<file path="src/rtl/reg_trace_feeder.sv">
// Captures each change of a watched register into a small FIFO and replays the
// captured values to the display, holding each one for a fixed number of cycles.
module reg_trace_feeder #(
  parameter int unsigned DATA_W      = 32,
  parameter int unsigned DEPTH       = 8,
  parameter int unsigned HOLD_CYCLES = 50000000,
  parameter int unsigned HOLD_W      = 26
) (
  input  logic                     clk,
  input  logic                     rst_n,
  input  logic [DATA_W-1:0]        sample_i,
  input  logic                     sample_en_i,
  input  logic                     clear_i,
  output logic [DATA_W-1:0]        disp_o,
  output logic                     disp_valid_o,
  output logic                     overflow_o,
  output logic [$clog2(DEPTH):0]   level_o
);

  localparam int unsigned AW = $clog2(DEPTH);
  localparam int unsigned LW = AW + 1;
  localparam logic [HOLD_W-1:0] HOLD_RELOAD = HOLD_W'(HOLD_CYCLES - 1);
  localparam logic [LW-1:0]     FULL_LEVEL  = LW'(DEPTH);

  typedef enum logic {
    IDLE = 1'b0,
    HOLD = 1'b1
  } state_t;

  state_t              state;
  logic [HOLD_W-1:0]   cnt;
  logic [AW-1:0]       wr_ptr;
  logic [AW-1:0]       rd_ptr;
  logic [DATA_W-1:0]   prev;
  logic                first;
  logic [DATA_W-1:0]   mem [DEPTH];

  logic                change_c;
  logic                pop_c;
  logic                push_c;
  logic                empty_c;
  logic                full_c;
  logic [DATA_W-1:0]   head_c;

  // Change detect, pop decision and push acceptance; pops see only stored entries
  always_comb begin
    change_c = 1'b0;
    pop_c    = 1'b0;
    push_c   = 1'b0;
    empty_c  = (level_o == '0);
    full_c   = (level_o == FULL_LEVEL);
    head_c   = mem[rd_ptr];
    if (!clear_i) begin
      change_c = sample_en_i && (first || (sample_i != prev));
      if (!empty_c) begin
        pop_c = (state == IDLE) || (cnt == '0);
      end
      push_c = change_c && (!full_c || pop_c);
    end
  end

  // Storage array carries no reset; occupancy is tracked by the pointers and level
  always_ff @(posedge clk) begin
    if (push_c) begin
      mem[wr_ptr] <= sample_i;
    end
  end

  // FIFO bookkeeping, change tracking and the IDLE/HOLD replay machine
  always_ff @(posedge clk or negedge rst_n) begin
    if (!rst_n) begin
      state        <= IDLE;
      cnt          <= '0;
      wr_ptr       <= '0;
      rd_ptr       <= '0;
      level_o      <= '0;
      prev         <= '0;
      first        <= 1'b1;
      overflow_o   <= 1'b0;
      disp_o       <= '0;
      disp_valid_o <= 1'b0;
    end else if (clear_i) begin
      state        <= IDLE;
      cnt          <= '0;
      wr_ptr       <= '0;
      rd_ptr       <= '0;
      level_o      <= '0;
      first        <= 1'b1;
      overflow_o   <= 1'b0;
      disp_o       <= '0;
      disp_valid_o <= 1'b0;
    end else begin
      // A dropped value still updates prev so it is not retried next cycle
      if (change_c) begin
        prev  <= sample_i;
        first <= 1'b0;
        if (!push_c) begin
          overflow_o <= 1'b1;
        end
      end

      if (push_c) begin
        wr_ptr <= wr_ptr + AW'(1);
      end
      if (pop_c) begin
        rd_ptr <= rd_ptr + AW'(1);
      end

      case ({push_c, pop_c})
        2'b10:   level_o <= level_o + LW'(1);
        2'b01:   level_o <= level_o - LW'(1);
        default: level_o <= level_o;
      endcase

      case (state)
        IDLE: begin
          if (pop_c) begin
            disp_o       <= head_c;
            disp_valid_o <= 1'b1;
            cnt          <= HOLD_RELOAD;
            state        <= HOLD;
          end
        end
        HOLD: begin
          if (cnt != '0) begin
            cnt <= cnt - HOLD_W'(1);
          end else if (pop_c) begin
            disp_o <= head_c;
            cnt    <= HOLD_RELOAD;
          end else begin
            state <= IDLE;
          end
        end
        default: state <= IDLE;
      endcase
    end
  end

endmodule

</file>
<file path="config.mk">
export PLATFORM = sky130hd
export DESIGN_NAME = reg_trace_feeder
export DESIGN_NICKNAME = d
export VERILOG_FILES = /design/src/rtl/reg_trace_feeder.sv
export SDC_FILE = /design/constraint.sdc
export NUM_CORES = 1
export LEC_CHECK = 0
export ABC_CLOCK_PERIOD_IN_PS = 4850
export CORE_ASPECT_RATIO = 1.1
export CORE_MARGIN = 2
export CORE_UTILIZATION = 54
export DETAILED_ROUTE_END_ITERATION = 10
export PLACE_DENSITY_LB_ADDON = 0.1
export SYNTH_ARGS = -nofsm -noshare
export SYNTH_HDL_FRONTEND = slang
export SYNTH_SLANG_ARGS = --single-unit
</file>
<file path="constraint.sdc">
create_clock -name clk -period 4.85 [get_ports clk]
set_input_delay 1.2125 -clock clk [delete_from_list [all_inputs] [get_ports clk]]
set_output_delay 1.2125 -clock clk [all_outputs]
set_load 0.02 [all_outputs]
</file>
Yosys cells after proc, flatten, opt, wreduce, memory -nomap -nowiden:

Memory sizes are Yosys's and may differ from the RTL's.
Cells that the tools add are included.
Widths: inputs -> output; s select.

* add/sub/neg operators: 5
* multiply operators: 0
* divide/modulo/power cells: 0
* $lt $le $gt $ge: 0
* eq/ne operators: 7
* shifts and indexed selects: 0
* mux-type cells: 33
* bitwise logic cells: 2
* reductions and logical operators: 16

Operator list (count)
* $mux 32: 3
* $mux 26: 3
* $pmux 32 s2: 1
* $pmux 26 s2: 1
* $ne 32x32->1: 1
* $logic_not 26->1: 1
* $reduce_bool 26->1: 1
* $sub 26x1->26 const B: 1
* $mux 1: 18
* $mux 3: 4
* $pmux 4 s2: 1
* $add 3x1->3 const B: 2
* $reduce_and 2->1: 3
* $reduce_bool 2->1: 3
* $add 4x1->4 const B: 1
* $eq 4x4->1 const B: 1
* $logic_not 4->1: 1
* $mux 4: 1
* $ne 2x2->1 const B: 2
* $sub 4x1->4 const B: 1
* $logic_or 1x1->1: 3
* $ne 3x3->1 const B: 1
* $reduce_bool 3->1: 1
* $eq 2x1->1 const B: 1
* other kinds (5): 7

* register bits after elaboration: 104
* latch bits: 0
* RAM bits: 256
* ROM bits: 0
* input port bits: 36
* output and inout port bits: 38
* memories: 1

Memories
* mem: words 8, bits a word 32, rd ports 1, clocked after memory_dff 0, wr ports 1, RTL line 36 `logic [DATA_W-1:0] mem [DEPTH];`

Depth between registers and ports, before layout:

Gate-level depths: netlist of the first run.

* depth in word-level cells: 10
* mapped depth: 14
* depth with buffers taken out: 14

Worst setup path after synthesis of the first run:

OpenSTA, ideal clock, no wires.

* kind: input-to-reg
* start point: input sample_i[16]
* end point: memory mem[0][0], enable pin
* library setup time: 0.461 ns
* arrival: 4.471 ns
* data required time: 4.389 ns
* slack: -0.082 ns
* stages on the path: 7
* path buffers: 0
* path through: xor2_1 nor4_1 nand4_1 o31a_1 nand2_1 or3_1 nor3_1

* longest elaborated chain between the ends: 7

RTL lines
* start: declaration: RTL line 11 `input logic [DATA_W-1:0] sample_i,`
* $ne 32x32->1: RTL line 54 `change_c = sample_en_i && (first || (sample_i != prev));`
* $logic_or 1x1->1: RTL line 54
* $logic_and 1x1->1: RTL line 54
* $logic_and 1x1->1: RTL line 58 `push_c = change_c && (!full_c || pop_c);`
* $mux 1: RTL line 53 `if (!clear_i) begin`
* $mux 1: RTL line 64 `if (push_c) begin`
* $mux 1 (implied by the code): RTL line 65 `mem[wr_ptr] <= sample_i;`
* end: declaration: RTL line 36

No other way between the ends.

Final worst setup path of the first run:

* start point: input sample_i[16]
* end point: register level_o[3]

* longest elaborated chain between the ends: 8

RTL lines
* $ne 32x32->1 *: RTL line 54
* $logic_or 1x1->1 *: RTL line 54
* $logic_and 1x1->1 *: RTL line 54
* $logic_and 1x1->1 *: RTL line 58
* $mux 1 *: RTL line 53
* $eq 2x1->1 or $eq 2x2->1 (tied branches): RTL line 109 `case ({push_c, pop_c})`
* $pmux 4 s2: RTL line 109
* $mux 4: RTL line 82 `end else if (clear_i) begin`
* end signal: assignment: RTL line 110 `2'b10: level_o <= level_o + LW'(1);`
* end signal: assignment: RTL line 111 `2'b01: level_o <= level_o - LW'(1);`
* end signal: assignment: RTL line 112 `default: level_o <= level_o;`
* end: declaration: RTL line 17 `output logic [$clog2(DEPTH):0] level_o`

Every way passes the cells marked *; elsewhere a longest branch is shown, timed or not.
A chain may end at the register's enable or synchronous reset.

==> results of run 1 <==
worst max-delay path: stages:
cell and delay (ns):
clkdlybuf4s50_1 0.65, xor2_1 0.17, nor4_1 0.48, nand4_1 0.25, o31ai_2 0.37, nand2_1 0.17, nor2_1 0.17, ha_1 0.26
a21o_1 0.18, a21oi_1 0.20, or4b_1 0.47, a21o_1 0.17, a21oi_1 0.12
synth_stat cells (all sizes together) (2+ instances only):
| cell type | count |
|---|---|
| nor4 | 13 |
| clkbuf | 21 |
| a21boi | 2 |
| xnor2 | 11 |
| mux2 | 32 |
| and3 | 3 |
| buf | 19 |
| nor3 | 22 |
| a311oi | 4 |
| mux2i | 33 |
| edfxtp | 256 |
| nand3 | 9 |
| dfrtp | 103 |
| or4 | 3 |
| a21o | 2 |
| nand2b | 5 |
| inv | 4 |
| a21oi | 25 |
| ha | 5 |
| o21ai | 4 |
| a211oi | 39 |
| nand4 | 4 |
| nand2 | 19 |
| or3 | 3 |
| o21ba | 2 |
| nor2 | 77 |
| o21a | 2 |
| xor2 | 36 |
| mux4 | 64 |
registers in the layout, summed over array words and instances (netlist names):
name,flops
prev,32
rd_ptr,3
cnt,26
first,1
disp_valid_o,1
wr_ptr,3
overflow_o,1
mem,256
state,1
disp_o,32
level_o,4
worst paths after layout:
| check | from | to | slack (ns) | cells past startpoint |
|---|---|---|---|---|
| setup / recovery | sample_i[16] | level_o[3] | 0.41 | 13 |
| hold / removal | first | first | 0.46 | 2 |
| setup reg to reg | cnt[0] | level_o[3] | 1.19 | 15 |
| hold reg to reg | first | first | 0.46 | 2 |
| max in group asynchronous | rst_n | first | 3.20 | 2 |
| min in group asynchronous | rst_n | disp_o[15] | 0.80 | 1 |
cells in the final DEF (no fill, tap or decap), types with 3 or more instances in the layout:
| cell type | count |
|---|---|
| edfxtp_1 | 256 |
| clkdlybuf4s50_1 | 71 |
| or4_1 | 3 |
| nor2_1 | 71 |
| xnor2_1 | 11 |
| a21oi_1 | 25 |
| clkinv_1 | 6 |
| buf_4 | 37 |
| mux4_2 | 64 |
| clkbuf_1 | 16 |
| clkinv_2 | 4 |
| ha_1 | 5 |
| o21ai_0 | 3 |
| xor2_1 | 36 |
| and3_1 | 3 |
| nand3_1 | 9 |
| inv_1 | 4 |
| buf_12 | 7 |
| mux2i_1 | 33 |
| nand4_1 | 4 |
| nor2_4 | 6 |
| a311oi_1 | 4 |
| nand2_1 | 19 |
| nor4_1 | 11 |
| clkbuf_16 | 38 |
| a211oi_1 | 39 |
| nor3_1 | 19 |
| dfrtp_1 | 100 |
| mux2_2 | 32 |
| nand2b_1 | 5 |
logic make-up after synthesis:
group           synth area share [%]
flops                           70.9
simple gates                    5.46
mux                             14.7
compound gates                  4.17
xor+xnor                        2.84
buf+inv                         1.35
fa+ha+maj                      0.569
where the power goes:
part           switching [mW]  internal, mW  total [mW]  leakage [nW]
Combinational            1.21          1.04        2.25          1.70
Clock                    1.13          1.53        2.66         0.550
Sequential              0.355          3.60        3.95          3.63
layout make-up:
type                    instances  area, µm²
clock buffers                  55       1020
multi-input cells             432       4090
repair buffers                116       1130
inverters                       4       15.0
clock inverters                15        114
well taps                     352        440
fillers                      1823       9190
flip-flops and latches        360      10300
per-layer routing:
layer  vias to the layer above  part of all wire (%)  GRT usage [%]
met3                        36                   4.5           3.52
met4                         0                   1.4           5.07
met2                       193                    52           40.3
met5                         -                     0              0
li1                       3502                     -              -
met1                      4127                    42           31.2
==> results.md, run 1 <==
* Run status: completed
* Post-synth design cell area at 14500 µm²
* Clock transition at the register clock pins on the worst setup and hold paths after CTS at 0.06 ns
* Pin count of the biggest net entering global routing at 76
* Endpoint kind of the worst setup timing path: flop
* CTS tree: built
* Number of instances in the placed design at 1264
* Number of antenna violations at the first check in global routing at 0
* Tot Pwr at 8.86 mW
* Worst-case clock skew at 0.0164 ns
* Die H at 176 µm
* GRT Total Usage at 23.1%
* Net count after synthesis at 878
* Number of clock sinks at 360
* HPWL after DPL at 18.6 mm
* Synth top area share at 53.0%
* Initial standard-cell utilization of the core at 55.2%
* Number of nets with antenna violations after routing at 0
* H-tree depth reported by CTS at 2
* Power per cell area at 518 nW/µm²
* Total of flip-flops plus latches after synthesis at 360
* Async S/R FF share, synth at 28.9%
* Largest fanout of any net on the critical path at 10
* Commonest register cell after synthesis: edfxtp_1
* Area overhead of the layout relative to synthesis at 17.9%
* Setup Crit Path Kind: in -> reg
* Antenna diode count at 0
* Gr ovfl total at 0
* Floorplan die width at 160 µm
* DP Area at 16000 µm²
* Number of enable-type register cells in the synthesized netlist at 256
* Count of warnings emitted by yosys at 0
* Instance count of the mapped netlist at 836
* Reported max-cap violation count at 0
* Vias post-DR at 7858
* Vias in the first global route at 8423
* Slew headroom at 25.9%
* Setup repair after global routing missed its margin: false
* Number of remaining DRC errors at 0
* Actual transition at the worst max-transition pin at 1.11 ns
* Inserted Clock Buffers at 38
* Clk Latency, worst-skew pair at 0.52 ns
* Placer Congestion at 0.798
* Post-route cell area at 17100 µm²
* Detailed Routing Iterations Pass 1 at 5
* Worst-case setup slack after placement at -0.0520 ns
* Achievable clock frequency at 0.225 GHz
* Setup bufs post-CTS at 0
* Crit path required time at 5.28 ns
* Fraction of layout instances using a drive strength above 1 at 21.7%
* Worst ir drop on vdd at 0.000417 V
* Minimum setup slack in the final design at 0.411 ns
* Type of element launching the critical path: primary input
* First-pass GRT wire length at 49.2 mm
* Post-CTS sizing at 0
* Avg Vias per Cell at 5.89
* Most area-hungry cell type in the Yosys netlist: edfxtp_1
* Core Footprint at 26300 µm²
* Number of standard-cell rows in the floorplan at 62
* Share of the core filled with cells at 65.1%
* Number of slew-limit violations in the final report at 0
* Post-Route Hold Slack at 0.465 ns
* Period utilisation layout at 91.5%
* Proportion of synthesized chip area in sequential cells at 70.9%
* Leakage component of the power at 5.88 nW
* Detailed Route WL at 31.1 mm
* Number of different library cells in the post-synthesis netlist at 51
* Number of top-level pins at 74
* Tmin final at 4.44 ns
* Clk buf depth at 3
* CTS hold repair buffers at 0
* Final-report setup violation count at 0
* Fin Setup TNS at 0 ns
* Avg Synthesized Cell Area at 17.4 µm²
* Endpoint arrival time on the critical path at 4.87 ns
* Net count of the finished layout at 994
* Routed length per instance at 23.3 µm
* Filler-free cell count of the finished design at 1334
* Number of design-rule violations left by the first detailed-router iteration at 582
* Top cells by area in the synthesized netlist: edfxtp_1, dfrtp_1, mux4_2, mux2_2, mux2i_1
* Number of endpoints with negative hold slack in the final report at 0
* Port bufs at 73
* Hold WC Path Type: reg -> reg
* Die ar. at 28200 µm²
* Cell at the root of the clock tree: clkbuf_16
No activity file was read; power rests on OpenSTA's default activity.
==> inputs of run 2 (changes only) <==
GPL_TIMING_DRIVEN = 0   (was not set)
==> results.md, run 2 (same netlist as run 1, synthesis figures left out) <==
* Placer Congestion at 0.807 (+1.1%)
* Power per cell area at 525 nW/µm² (+1.5%)
* Most frequent standard cell in the layout excluding fill and tap cells: edfxtp_1
* Reported net switching power at 2.79 mW (+3.7%)
* Clk buf depth at 3 (unchanged)
* Clock transition at the register clock pins on the worst setup and hold paths after CTS at 0.06 ns (about the same)
* Setup Crit Path Kind: in -> reg
* Clk Latency, worst-skew pair at 0.52 ns (about the same)
* Area overhead of the layout relative to synthesis at 18.0%
* Tmin final at 4.58 ns (+0.146 ns)
* Die H at 176 µm (unchanged)
* Port bufs at 72 (-1.4%)
* Antenna diode count at 0 (unchanged)
* Worst ir drop on vdd at 0.000373 V (-11%)
* Actual transition at the worst max-transition pin at 1.09 ns (-0.0253 ns)
* Number of slew-limit violations in the final report at 0 (unchanged)
* Largest fanout of any net on the critical path at 10 (unchanged)
* Post-Route Hold Slack at 0.476 ns (+0.0115 ns)
* Internal reg-to-reg setup slack at 0.92 ns (-0.27 ns)
* Initial standard-cell utilization of the core at 55.2% (unchanged)
* H-tree depth reported by CTS at 2 (unchanged)
* Vias in the first global route at 8440 (+0.20%)
* First-pass GRT wire length at 49.9 mm (+1.3%)
* Number of top-level pins at 74 (unchanged)
* Tot Pwr at 9.00 mW (+1.6%)
* Routed length per instance at 23.9 µm (+2.5%)
* Number of remaining DRC errors at 0 (unchanged)
* Cell at the root of the clock tree: clkbuf_16
* Fin Setup TNS at 0 ns (unchanged)
* Biggest regs: mem x256, disp_o x32, prev x32
* GRT Total Usage at 23.6% (+0.53 points)
* Number of instances in the placed design at 1273 (+0.71%)
* Final-report setup violation count at 0 (unchanged)
* Detailed Route WL at 32.1 mm (+3.0%)
* Max FFs per register at 256 (unchanged)
* Filler cell count in the final layout at 1784 (-2.1%)
* Number of clock sinks at 360 (unchanged)
* Number of endpoints with negative hold slack in the final report at 0 (unchanged)
* Die ar. at 28200 µm² (unchanged)
* Number of nets with antenna violations after routing at 0 (unchanged)
* Fraction of layout instances using a drive strength above 1 at 19.4% (-2.3 points)
* Hold Crit Start: first
* DP Area at 16000 µm² (+0.13%)
* Period utilisation layout at 94.5% (+3.0 points)
* Register-to-Register Path Depth at 14 (-1)
* Origin of the critical flop-to-flop path: cnt[0]
* Leakage component of the power at 5.87 nW (-0.16%)
* Vias post-DR at 8085 (+2.9%)
* Cell Int Power at 6.21 mW (+0.71%)
* Switching share of power at 31.0% (+0.62 points)
* Endpoint kind of the worst setup timing path: flop
* Hold Path Stages at 2 (unchanged)
* Capture point of the worst reg-to-reg path: level_o[3]
* Worst-case clock skew at 0.0191 ns (+0.00268 ns)
* Slew headroom at 27.6% (+1.7 points)
* Filler-free cell count of the finished design at 1341 (+0.52%)
* Number of antenna violations at the first check in global routing at 1 (+1)
* Hold WC Path Type: reg -> reg
* Post-route cell area at 17100 µm² (+0.11%)
* Detailed Routing Iterations Pass 1 at 5 (unchanged)
* Net count of the finished layout at 1004 (+1.0%)
* Run status: completed
* Number of standard-cell rows in the floorplan at 62 (unchanged)
* Share of the core filled with cells at 65.1% (+0.071 points)
* Inserted Clock Buffers at 37 (-2.6%)
* Worst-case setup slack after placement at -0.772 ns (-0.720 ns)
* Pin count of the biggest net entering global routing at 54 (-29%)
* Crit path required time at 5.27 ns (about the same)
* Power share of the combinational group at 28.3% (+2.9 points)
* HPWL after DPL at 20.7 mm (+11%)
* Setup repair after global routing missed its margin: false
* Endpoint arrival time on the critical path at 5.00 ns (+0.13 ns)
* Endpoint of the worst hold-timing path: first
* Reported max-cap violation count at 0 (unchanged)
* Core Footprint at 26300 µm² (unchanged)
* Highest-count cells in the layout ignoring fill and taps: edfxtp_1, dfrtp_1, nor2_1, clkdlybuf4s50_1, mux4_2
* Achievable clock frequency at 0.218 GHz (-3.2%)
* Avg Vias per Cell at 6.03 (+2.4%)
* Register containing the most flip-flops in the final layout: mem
* Type of element launching the critical path: primary input
* CTS tree: built
* Part of the power in registers at 42.5% (-2.1 points)
* Minimum setup slack in the final design at 0.265 ns (-0.146 ns)
* Clock network fraction of design power at 29.2% (-0.8 points)
* Gr ovfl total at 0 (unchanged)
* Floorplan die width at 160 µm (unchanged)
* Number of design-rule violations left by the first detailed-router iteration at 655 (+13%)
run 2: cell count changes in the layout (fill, tap and decap cells not counted), sizes merged:
cell           change
clkinvlp           -1
clkbuf            +25
dlymetal6s2s       +2
clkdlybuf4s50      -2
inv                -2
clkinv             -5
buf               -10
run 2: cell type report:
class | count | area [µm²] | area share [%]
Sequential cell | 360 | 10300 | 60.1
Multi-Input combinational cell | 432 | 4090 | 23.9
Clock buffer | 59 | 1040 | 6.07
Timing Repair Buffer | 87 | 1000 | 5.84
Tap cell | 352 | 440 | 2.57
Buffer | 40 | 181 | 1.06
Clock inverter | 7 | 67.6 | 0.394
Inverter | 4 | 15.0 | 0.0876
run 2: layer usage:
| metal | wire, µm | GRT usage [%] | share of wire [%] | vias up |
|---|---|---|---|---|
| met4 | 689 | 6.27 | 2.1 | 0 |
| met2 | 16100 | 39.6 | 50 | 294 |
| li1 | - | - | - | 3536 |
| met3 | 1940 | 4.04 | 6.1 | 64 |
| met1 | 13300 | 32.6 | 42 | 4191 |
| met5 | 0 | 0 | 0 | - |
run 2: power groups by stage:
stage	sequential [mW]	clock, mW	combinational [mW]
after floorplan	3.96	0	1.56
final	3.82	2.63	2.55
after global routing	3.86	2.80	2.78
after detailed placement	3.88	0	2.55
after global placement	3.86	0	2.45
after CTS	3.82	2.67	2.57
run 2: worst max path at each step:
stage,from,end,slack (ns),cells after the start
floorplan,sample_i[16],mem[1][0],0.24,6
global placement,sample_i[14],mem[1][2],-3.22,7
detailed placement,sample_i[14],level_o[3],-0.77,13
CTS,sample_i[14],level_o[3],0.12,13
global route,sample_i[3],level_o[3],0.07,13
finish,sample_i[10],level_o[3],0.27,13
run 2: worst max-delay path, cell delays in order:
cell and delay, ns:
clkdlybuf4s50_1 0.60, xnor2_1 0.37, nand4_1 0.15, or3_4 0.40
o31ai_4 0.29, nand2_1 0.16, nor2_1 0.27, ha_1 0.29
a21o_1 0.19, a21oi_1 0.26, or4b_1 0.48, a21o_1 0.18
a21oi_1 0.13
run 2: repair_timing:
action                     in CTS  in global routing
buffers inserted                1                  1
gates resized for setup         1                  2
pin swaps                       1                  1
hold buffers                    0                  0
setup endpoints to repair       1                  1
cloned                          0                  0
==> inputs of run 3 (changes only) <==
SKIP_LAST_GASP = 1   (was not set)
==> results of run 3 <==
No change in the layout: final DEF, timing and power equal those of run 2.
